[config.mk]
export PLATFORM = sky130hd
export DESIGN_NAME = sa_drain_flat
export DESIGN_NICKNAME = d
export VERILOG_FILES = /design/src/rtl/sa_pkg.sv /design/src/rtl/sa_drain_if.sv /design/src/rtl/sa_requant.sv /design/src/rtl/sa_drain.sv /design/src/flat_wrapper.sv
export SDC_FILE = /design/constraint.sdc
export NUM_CORES = 2
export LEC_CHECK = 0
export CORE_AREA = 2 2 458 460
export DETAILED_ROUTE_END_ITERATION = 8
export DIE_AREA = 0 0 460 462
export DONT_BUFFER_PORTS = 1
export PLACE_DENSITY_LB_ADDON = 0.08
export SKIP_CTS_REPAIR_TIMING = 1
export SYNTH_ARGS = -nofsm -noshare
export SYNTH_HDL_FRONTEND = slang
export SYNTH_SLANG_ARGS = --single-unit
[constraint.sdc]
create_clock -name clk -period 7.05 [get_ports clk]
set_input_delay 1.41 -clock clk [delete_from_list [all_inputs] [get_ports clk]]
set_output_delay 1.41 -clock clk [all_outputs]
set_load 0.05 [all_outputs]
[src/rtl/sa_pkg.sv]
// rtl/sa_pkg.sv - shared defaults, FSM state type and row-index sizing for the systolic-array drain
package sa_pkg;

    localparam int N_DEF         = 4;
    localparam int ACC_WIDTH_DEF = 64;
    localparam int OUT_WIDTH_DEF = 32;

    typedef enum logic {
        IDLE   = 1'b0,
        STREAM = 1'b1
    } state_t;

    function automatic int row_w(input int n);
        return (n > 1) ? $clog2(n) : 1;
    endfunction

    localparam int ROW_W = row_w(N_DEF);

endpackage

[src/rtl/sa_drain_if.sv]
// rtl/sa_drain_if.sv - row-beat result stream between the drain and its consumer
interface sa_drain_if #(
    parameter int N         = 4,
    parameter int OUT_WIDTH = 32
) ();

    logic                   m_valid_o;
    logic                   m_ready_i;
    logic [N*OUT_WIDTH-1:0] m_data_o;
    logic [N-1:0]           m_sat_o;
    logic                   m_last_o;

    modport master (
        output m_valid_o,
        output m_data_o,
        output m_sat_o,
        output m_last_o,
        input  m_ready_i
    );

    modport slave (
        input  m_valid_o,
        input  m_data_o,
        input  m_sat_o,
        input  m_last_o,
        output m_ready_i
    );

endinterface

[src/rtl/sa_requant.sv]
// rtl/sa_requant.sv - arithmetic right shift then signed saturation of one accumulator
module sa_requant #(
    parameter int ACC_WIDTH = 64,
    parameter int OUT_WIDTH = 32,
    parameter int SHIFT     = 0
) (
    input  logic [ACC_WIDTH-1:0] acc,
    output logic [OUT_WIDTH-1:0] q,
    output logic                 sat
);

    localparam logic signed [ACC_WIDTH-1:0] MAX_V =
        {{(ACC_WIDTH-OUT_WIDTH+1){1'b0}}, {(OUT_WIDTH-1){1'b1}}};
    localparam logic signed [ACC_WIDTH-1:0] MIN_V =
        {{(ACC_WIDTH-OUT_WIDTH+1){1'b1}}, {(OUT_WIDTH-1){1'b0}}};

    logic signed [ACC_WIDTH-1:0] shifted;

    always_comb begin
        shifted = $signed(acc) >>> SHIFT;
        q       = shifted[OUT_WIDTH-1:0];
        sat     = 1'b0;
        if (shifted > MAX_V) begin
            q   = {1'b0, {(OUT_WIDTH-1){1'b1}}};
            sat = 1'b1;
        end else if (shifted < MIN_V) begin
            q   = {1'b1, {(OUT_WIDTH-1){1'b0}}};
            sat = 1'b1;
        end
    end

endmodule

[src/rtl/sa_drain.sv]
// rtl/sa_drain.sv - snapshots the PE grid, requantizes every element and streams one row per beat
module sa_drain
    import sa_pkg::*;
#(
    parameter int N         = N_DEF,
    parameter int ACC_WIDTH = ACC_WIDTH_DEF,
    parameter int OUT_WIDTH = OUT_WIDTH_DEF,
    parameter int SHIFT     = 0
) (
    input  logic                     clk,
    input  logic                     rstn,
    input  logic                     start_i,
    input  logic [N*N*ACC_WIDTH-1:0] acc_i,
    output logic                     busy_o,
    output logic                     cap_done_o,
    sa_drain_if.master               m
);

    localparam int RW = row_w(N);
    localparam logic [RW-1:0] LAST_ROW = RW'(N - 1);

    state_t                 state;
    logic [RW-1:0]          row_idx;
    logic [RW-1:0]          nxt_row;
    logic [OUT_WIDTH-1:0]   q_buf   [N*N];
    logic [N*N-1:0]         sat_buf;
    logic [OUT_WIDTH-1:0]   req_q   [N*N];
    logic [N*N-1:0]         req_sat;
    logic [N*OUT_WIDTH-1:0] row0_data;
    logic [N-1:0]           row0_sat;
    logic [N*OUT_WIDTH-1:0] nxt_data;
    logic [N-1:0]           nxt_sat;

    for (genvar i = 0; i < N*N; i++) begin : g_rq
        sa_requant #(
            .ACC_WIDTH (ACC_WIDTH),
            .OUT_WIDTH (OUT_WIDTH),
            .SHIFT     (SHIFT)
        ) u_rq (
            .acc (acc_i[i*ACC_WIDTH +: ACC_WIDTH]),
            .q   (req_q[i]),
            .sat (req_sat[i])
        );
    end

    // Outputs are registered: row 0 comes straight from the requantizers at capture,
    // later rows from the buffer, so m_ready_i never reaches the outputs combinationally.
    always_comb begin
        nxt_row   = row_idx + 1'b1;
        row0_data = '0;
        row0_sat  = '0;
        nxt_data  = '0;
        nxt_sat   = '0;
        for (int c = 0; c < N; c++) begin
            row0_data[c*OUT_WIDTH +: OUT_WIDTH] = req_q[c];
            row0_sat[c]                         = req_sat[c];
            nxt_data[c*OUT_WIDTH +: OUT_WIDTH]  = q_buf[int'(nxt_row)*N + c];
            nxt_sat[c]                          = sat_buf[int'(nxt_row)*N + c];
        end
    end

    always_ff @(posedge clk or negedge rstn) begin
        if (!rstn) begin
            state       <= IDLE;
            row_idx     <= '0;
            busy_o      <= 1'b0;
            cap_done_o  <= 1'b0;
            m.m_valid_o <= 1'b0;
            m.m_last_o  <= 1'b0;
            m.m_data_o  <= '0;
            m.m_sat_o   <= '0;
            sat_buf     <= '0;
            for (int i = 0; i < N*N; i++) begin
                q_buf[i] <= '0;
            end
        end else begin
            cap_done_o <= 1'b0;
            case (state)
                IDLE: begin
                    if (start_i) begin
                        for (int i = 0; i < N*N; i++) begin
                            q_buf[i] <= req_q[i];
                        end
                        sat_buf     <= req_sat;
                        row_idx     <= '0;
                        state       <= STREAM;
                        busy_o      <= 1'b1;
                        cap_done_o  <= 1'b1;
                        m.m_valid_o <= 1'b1;
                        m.m_data_o  <= row0_data;
                        m.m_sat_o   <= row0_sat;
                        m.m_last_o  <= (N == 1);
                    end
                end
                STREAM: begin
                    if (m.m_ready_i) begin
                        if (row_idx == LAST_ROW) begin
                            state       <= IDLE;
                            row_idx     <= '0;
                            busy_o      <= 1'b0;
                            m.m_valid_o <= 1'b0;
                            m.m_last_o  <= 1'b0;
                            m.m_data_o  <= '0;
                            m.m_sat_o   <= '0;
                        end else begin
                            row_idx    <= nxt_row;
                            m.m_data_o <= nxt_data;
                            m.m_sat_o  <= nxt_sat;
                            m.m_last_o <= (nxt_row == LAST_ROW);
                        end
                    end
                end
                default: state <= IDLE;
            endcase
        end
    end

endmodule

[src/flat_wrapper.sv]
// flat-port wrapper written by rule: the top's interface ports become plain ports
module sa_drain_flat import sa_pkg::*;
#(
    parameter int N         = N_DEF,
    parameter int ACC_WIDTH = ACC_WIDTH_DEF,
    parameter int OUT_WIDTH = OUT_WIDTH_DEF,
    parameter int SHIFT     = 0
)
  (clk, rstn, start_i, acc_i, busy_o, cap_done_o, m_m_valid_o, m_m_data_o, m_m_sat_o, m_m_last_o, m_m_ready_i);
  sa_drain_if #(.N(N), .OUT_WIDTH(OUT_WIDTH)) m_i ();
  input  logic clk;
  input  logic rstn;
  input  logic start_i;
  input  logic [N*N*ACC_WIDTH-1:0] acc_i;
  output logic busy_o;
  output logic cap_done_o;
  output wire logic [$bits(m_i.m_valid_o)-1:0] m_m_valid_o;
  output wire logic [$bits(m_i.m_data_o)-1:0] m_m_data_o;
  output wire logic [$bits(m_i.m_sat_o)-1:0] m_m_sat_o;
  output wire logic [$bits(m_i.m_last_o)-1:0] m_m_last_o;
  input wire logic [$bits(m_i.m_ready_i)-1:0] m_m_ready_i;
  assign m_m_valid_o = m_i.m_valid_o;
  assign m_m_data_o = m_i.m_data_o;
  assign m_m_sat_o = m_i.m_sat_o;
  assign m_m_last_o = m_i.m_last_o;
  assign m_i.m_ready_i = m_m_ready_i;
  sa_drain #(.N(N), .ACC_WIDTH(ACC_WIDTH), .OUT_WIDTH(OUT_WIDTH), .SHIFT(SHIFT)) u_core (.clk(clk), .rstn(rstn), .start_i(start_i), .acc_i(acc_i), .busy_o(busy_o), .cap_done_o(cap_done_o), .m(m_i));
endmodule
==> Yosys cells after proc, flatten, opt, wreduce, memory -nomap -nowiden <==
Index checks and enable logic that the tools add are counted.
{ "word_totals": {"regBits": 666, "output_inout_bits": 136, "input_bits": 1028, "wordCells": 193} }
{ "classes": {"order_cmp": 40, "n_eq_ne": 5, "n_reduce_logical": 3, "n_mux": 112, "addsub": 4, "n_bitwise": 5} }
{ "op_table": {"columns": ["operator", "n"], "rows": [
  ["$mux W32", 40],
  ["$gt A64 B32 Y1 const B", 16],
  ["$lt A64 B32 Y1 const B", 16],
  ["$bmux W32 S4", 4],
  ["$mux W128", 3],
  ["$pmux W128 S2", 1],
  ["$ge A32 B5 Y1 const B", 4],
  ["$lt A32 B6 Y1 const B", 3],
  ["$not A32 Y32", 3],
  ["$mux W1", 49],
  ["$not A4 Y32", 1],
  ["$bmux W1 S4", 3],
  ["$mux W4", 3],
  ["$add A4 B2 Y5 const B", 2],
  ["$pmux W4 S2", 1],
  ["$mux W2", 3],
  ["$ne A2 B2 Y1 const B", 3],
  ["$pmux W1 S2", 3],
  ["$add A4 B1 Y5 const B", 1],
  ["$lt A4 B5 Y1 const B", 1],
  ["$eq A2 B2 Y1 const B", 2],
  ["$pmux W2 S2", 1],
  ["$reduce_and A2 Y1", 2],
  ["$reduce_and A3 Y1", 1],
  ["3 further kinds", 3]
]} }

==> Longest topological paths before layout <==
{ "logic_depth": {"word_depth": 9, "mapped_depth": 11, "ltp_nobuf": 6} }

==> Hierarchy <==
Synthesis repeated with hierarchy kept, for this count alone.
{ "unflattened": {"cells_unflattened": 4990, "area_unflattened_um2": 41730.0} }
{ "by_module_without_submodules": {"columns": ["module", "instances", "seq_area_each_um2", "cells_per_inst", "area_per_inst_um2"], "rows": [
  ["sa_drain", 1, 16666.0, 3415, 29786.1],
  ["sa_requant (u_core.g_rq[0].u_rq ...)", 15, 0.0, 98, 748.2],
  ["sa_requant (u_core.g_rq[9].u_rq)", 1, 0.0, 105, 720.7]
]} }

==> Worst setup path after synthesis <==
Ideal clock, no wire load.
{ "synth_path": {"path_type": "in2reg", "start": "input acc_i[244]", "end": "register u_core.q_buf[385] (netlist bit)", "t_required_ns": 6.924, "cell_stages": 7, "path_buffers": 2, "arrival_time_ns": 2.837, "slack_ns": 4.087, "setup_time_ns": 0.126, "cell_sequence": "or4_1 -> nor3_1 -> a31oi_1 -> and2_1 -> buf_2 -> buf_6 -> a221o_1"} }
{ "synth_via": {"elab_chain_cells": 3, "word_cells_on_any_way": 4, "cone_classes": "2 x order compare; 2 x mux"} }
{ "synth_rtl": {"columns": ["element", "line", "rtl"], "rows": [
  ["start, declared", "flat_wrapper.sv:14", "input logic [N*N*ACC_WIDTH-1:0] acc_i;"],
  ["$lt A64 B32 Y1", "sa_requant.sv:26", "end else if (shifted < MIN_V) begin"],
  ["$mux W32", "sa_requant.sv:26", null],
  ["$mux W32 (*)", "sa_requant.sv:23", "if (shifted > MAX_V) begin"],
  ["end signal, assigned by index", "sa_drain.sv:82", "q_buf[i] <= req_q[i];"],
  ["end, declared", "sa_drain.sv:25", "logic [OUT_WIDTH-1:0] q_buf [N*N];"]
]} }
Every way passes the cells marked *; elsewhere a longest branch is shown, timed or not.
A chain may end at the register's enable or synchronous reset.

==> Final worst setup path <==
{ "layout_path": {"start": "register u_core.row_idx[0]", "end": "register u_core.m.m_data_o[25]"} }
{ "layout_via": {"elab_chain_cells": 8, "word_cells_on_any_way": 9, "cone_classes": "1 x add/sub; 1 x eq/ne; 6 x mux; 1 x bitwise"} }
{ "layout_rtl": {"columns": ["element", "line", "rtl"], "rows": [
  ["start, declared", "sa_drain.sv:23", "logic [RW-1:0] row_idx;"],
  ["start signal, assigned", "sa_drain.sv:106", "row_idx <= nxt_row;"],
  ["$add A2 B1 Y2", "sa_drain.sv:49", "nxt_row = row_idx + 1'b1;"],
  ["$not A4 Y32 (not written as such)", "sa_drain.sv:57", "nxt_data[c*OUT_WIDTH +: OUT_WIDTH] = q_buf[int'(nxt_row)*N + c];"],
  ["$bmux W32 S4", "sa_drain.sv:57", null],
  ["$mux W32 (not written as such) (2 in series)", "sa_drain.sv:57", null],
  ["$mux W128 (*)", "sa_drain.sv:97", "if (row_idx == LAST_ROW) begin"],
  ["$mux W128 (*)", "sa_drain.sv:96", "if (m.m_ready_i) begin"],
  ["$pmux W128 S2 (*)", "sa_drain.sv:78", "case (state)"],
  ["end signal, assigned", "sa_drain.sv:90", "m.m_data_o <= row0_data;"],
  ["end signal, assigned", "sa_drain.sv:107", "m.m_data_o <= nxt_data;"],
  ["end, declared", "sa_drain_if.sv:15", "output m_data_o,"]
]} }
Every way passes the cells marked *; elsewhere a longest branch is shown, timed or not. The select of a mux whose other input is x is not followed.

==> results.py <==
metrics = {
    "status": {
        "status": "complete, no violations",
    },
    "worst_setup_path": {
        "crit_top_cell": "buf_4",
        "cp_top_family": "buffers and inverters",
        "crit_required_ns": 7.62,
        "crit_chain": "inv_1 > ha_4 > buf_4 > buf_4 > mux4_2 > a2bb2oi_1 > a21oi_1",
        "critical_path_arrival_ns": 4.26,
        "cp-end-kind": "flop",
        "cp-start-kind": "flop",
        "crit_type": "flop to flop",
        "cp_num_buf_inv": 3,
        "crit_fanout": 32,
        "cpPeakStageDelay_ns": 0.81,
        "crit_slowest_cell": "dfrtp_4",
    },
    "clock_network": {
        "clock-root-buffer": "clkbuf_16",
        "htreeDepth": 3,
        "insertion_delay_ns": 0.72,
        "cts_buffer_depth": 3,
        "cts_buffers": 94,
        "path_clk_slew_ns": 0.06,
        "clock-sinks": 666,
        "cts_tree": "built",
    },
    "route": {
        "drt-total-wl_mm": 202,
        "wl_per_cell_um": 33.6,
        "drc": 0,
        "dr.pass1.iters": 6,
        "vias": 27800,
        "drt_iter0_markers": 1890,
        "ant_nets": 0,
        "vias_per_cell": 4.63,
    },
    "logic_synthesis": {
        "synth_fp_nets": 4295,
        "synth_area_per_cell_um2": 9.92,
        "synth_flop_cell": "dfrtp_1",
        "synth_top_area_share_pct": 51.5,
        "netlist_area_um2": 32400,
        "synth_area_leaders": "dfrtp_1 (51%), mux4_2 (9.2%), nor2_1 (7.1%)",
        "ys_seq_area_share_pct": 51.5,
        "yosys.area.top_type": "dfrtp_1",
        "yosys-top-cells-count": "dfrtp_1 (666), nor2_1 (611), nand2_1 (486)",
        "async_reset_ff_share_pct": 100,
        "synth_edf_count": 0,
        "ys_ff_latch": 666,
        "synth.most_common_cell": "dfrtp_1",
        "syn_inst": 3265,
        "yosys.cell_types.count": 40,
        "yosysWarnings": 0,
    },
    "pwr": {
        "peakVddDrop_mv": 0.260,
        "power.switching_mw": 8.75,
        "p_per_area_nw_per_um2": 526,
        "power.leakage_nw": 14.2,
        "intPower_mw": 11.6,
        "clock_power_share_pct": 24.2,
        "combPwrFrac_pct": 33.5,
        "swShare_pct": 43.0,
        "power_frac_seq_pct": 42.3,
    },
    "timing": {
        "setup_viol": 0,
        "relSlewSlack_pct": 10.2,
        "fin_crit_sh_pct": 52.3,
        "worst_slack_ns": 3.36,
        "hold_ws_ns": 0.398,
        "fin_skew_ns": 0.0348,
        "hold_viol_final": 0,
        "fin_crit_ns": 3.69,
        "tightest_slew_ns": 1.33,
        "rsz0062_at_grt": "false",
        "final-max-slew-violation-count": 0,
        "tns_ns": 0,
        "max_freq_mhz": 271,
    },
    "global_routing": {
        "grt_max_degree": 667,
        "grt_usage_pct": 18.3,
        "antenna_found_initial": 55,
        "grt_pass1_wl_mm": 269,
        "grt-ovfl-total": 0,
        "grt_pass1_vias": 29000,
    },
    "layout": {
        "fin_nets": 4210,
        "area_growth_pct": 19.7,
        "utilization_pct": 18.6,
        "drive_above_1_share_pct": 12.6,
        "final_cell_count_no_fill": 6006,
    },
    "floorplan": {
        "die_w_um": 460,
        "ios": 1164,
        "start_util_pct": 15.6,
        "coreArea_um2": 208000,
        "row_count": 168,
        "die_area_um2": 213000,
        "dieHeight_um": 462,
    },
    "place": {
        "gp_congestion": 0.939,
        "io_buffers": 0,
        "numPlacedInstances": 5800,
        "pre_cts_slack_ns": 2.67,
        "dp_hpwl_mm": 141,
    },
    "hold_path": {
        "hold_path_class": "input port to asynchronous set/reset pin",
    },
    "job": {
        "maxCapViolations": 0,
    },
}
cells by family after synthesis:
family / share of synthesized area (%)
buf+inv: 3.91
flops: 51.5
fa+ha+maj: 0.0772
simple gates: 19.5
mux: 9.27
compound gates: 15.8
metrics by stage:
step                      power, mW  area (µm²)
after global placement         15.7       35500
after floorplan                12.7       32400
final                          20.4       38800
after global routing           21.7       38700
after CTS                      20.9       38600
after detailed placement       15.7       35500
power groups by stage:
stage | Sequential [mW] | Combinational [mW] | Clock, mW
floorplan | 7.82 | 4.90 | 0
global placement | 8.77 | 6.93 | 0
detailed placement | 8.74 | 6.98 | 0
CTS | 8.68 | 7.02 | 5.15
global route | 8.89 | 7.57 | 5.26
finish | 8.62 | 6.83 | 4.92
area by class of cell:
class / count / area (µm²)
Antenna cell: 34 / 85.1
Clock buffer: 145 / 2780
Clock inverter: 23 / 317
Fill cell: 23100 / 169000
Inverter: 4 / 25.0
Multi-Input combinational cell: 2340 / 14800
Sequential cell: 666 / 16700
Tap cell: 2720 / 3400
Timing Repair Buffer: 74 / 711
cells in the final DEF (no fill, tap or decap), drive strengths merged:
cell	count
o21a	6
diode	34
o21ai	12
o31a	3
nor2	611
buf	74
mux2	1
mux4	132
a41o	2
nor3	16
nand3	30
a221o	124
or4	26
a21boi	2
clkinvlp	1
and4	2
a2bb2oi	62
a21oi	455
nand2	486
and3	4
nor4	120
o31ai	15
a22o	6
mux2i	2
clkbuf	145
dfrtp	666
nand4	142
inv	8
bufinv	5
a221oi	66
and2	2
clkinv	13
a31oi	3
nand2b	7
nand3b	1
ha	2
per-layer routing:
| layer | share of wire (%) | global-route usage [%] | vias up |
|---|---|---|---|
| met3 | 9.4 | 7.40 | 234 |
| met5 | 0.17 | 0.294 | - |
| met1 | 41 | 22.3 | 14500 |
| met4 | 2.4 | 5.49 | 48 |
| met2 | 47 | 29.5 | 1171 |
| li1 | - | - | 11900 |
flip-flops by register name, indices dropped and copies added (netlist names):
name	flops
u_core.q_buf	512
u_core.m.m_data_o	128
u_core.sat_buf	16
u_core.m.m_sat_o	4
u_core.row_idx	2
u_core.cap_done_o	1
u_core.m.m_last_o	1
u_core.m.m_valid_o	1
u_core.state	1
final timing paths:
kind / depth (start not counted) / start / to / slack, ns
max: 7 / u_core.row_idx[0]$_DFFE_PN0P_ / u_core.m.m_data_o[25]$_DFFE_PN0P_ / 3.36
min: 0 / rstn / u_core.q_buf[13]$_DFFE_PN0P_ / 0.40
max reg2reg: 7 / u_core.row_idx[0]$_DFFE_PN0P_ / u_core.m.m_data_o[25]$_DFFE_PN0P_ / 3.36
min reg2reg: 2 / u_core.q_buf[415]$_DFFE_PN0P_ / u_core.q_buf[415]$_DFFE_PN0P_ / 0.47
max in group asynchronous: 2 / rstn / u_core.q_buf[431]$_DFFE_PN0P_ / 4.53
min in group clk: 2 / u_core.q_buf[415]$_DFFE_PN0P_ / u_core.q_buf[415]$_DFFE_PN0P_ / 0.47
Note: power is estimated with default switching activity, not from simulation.
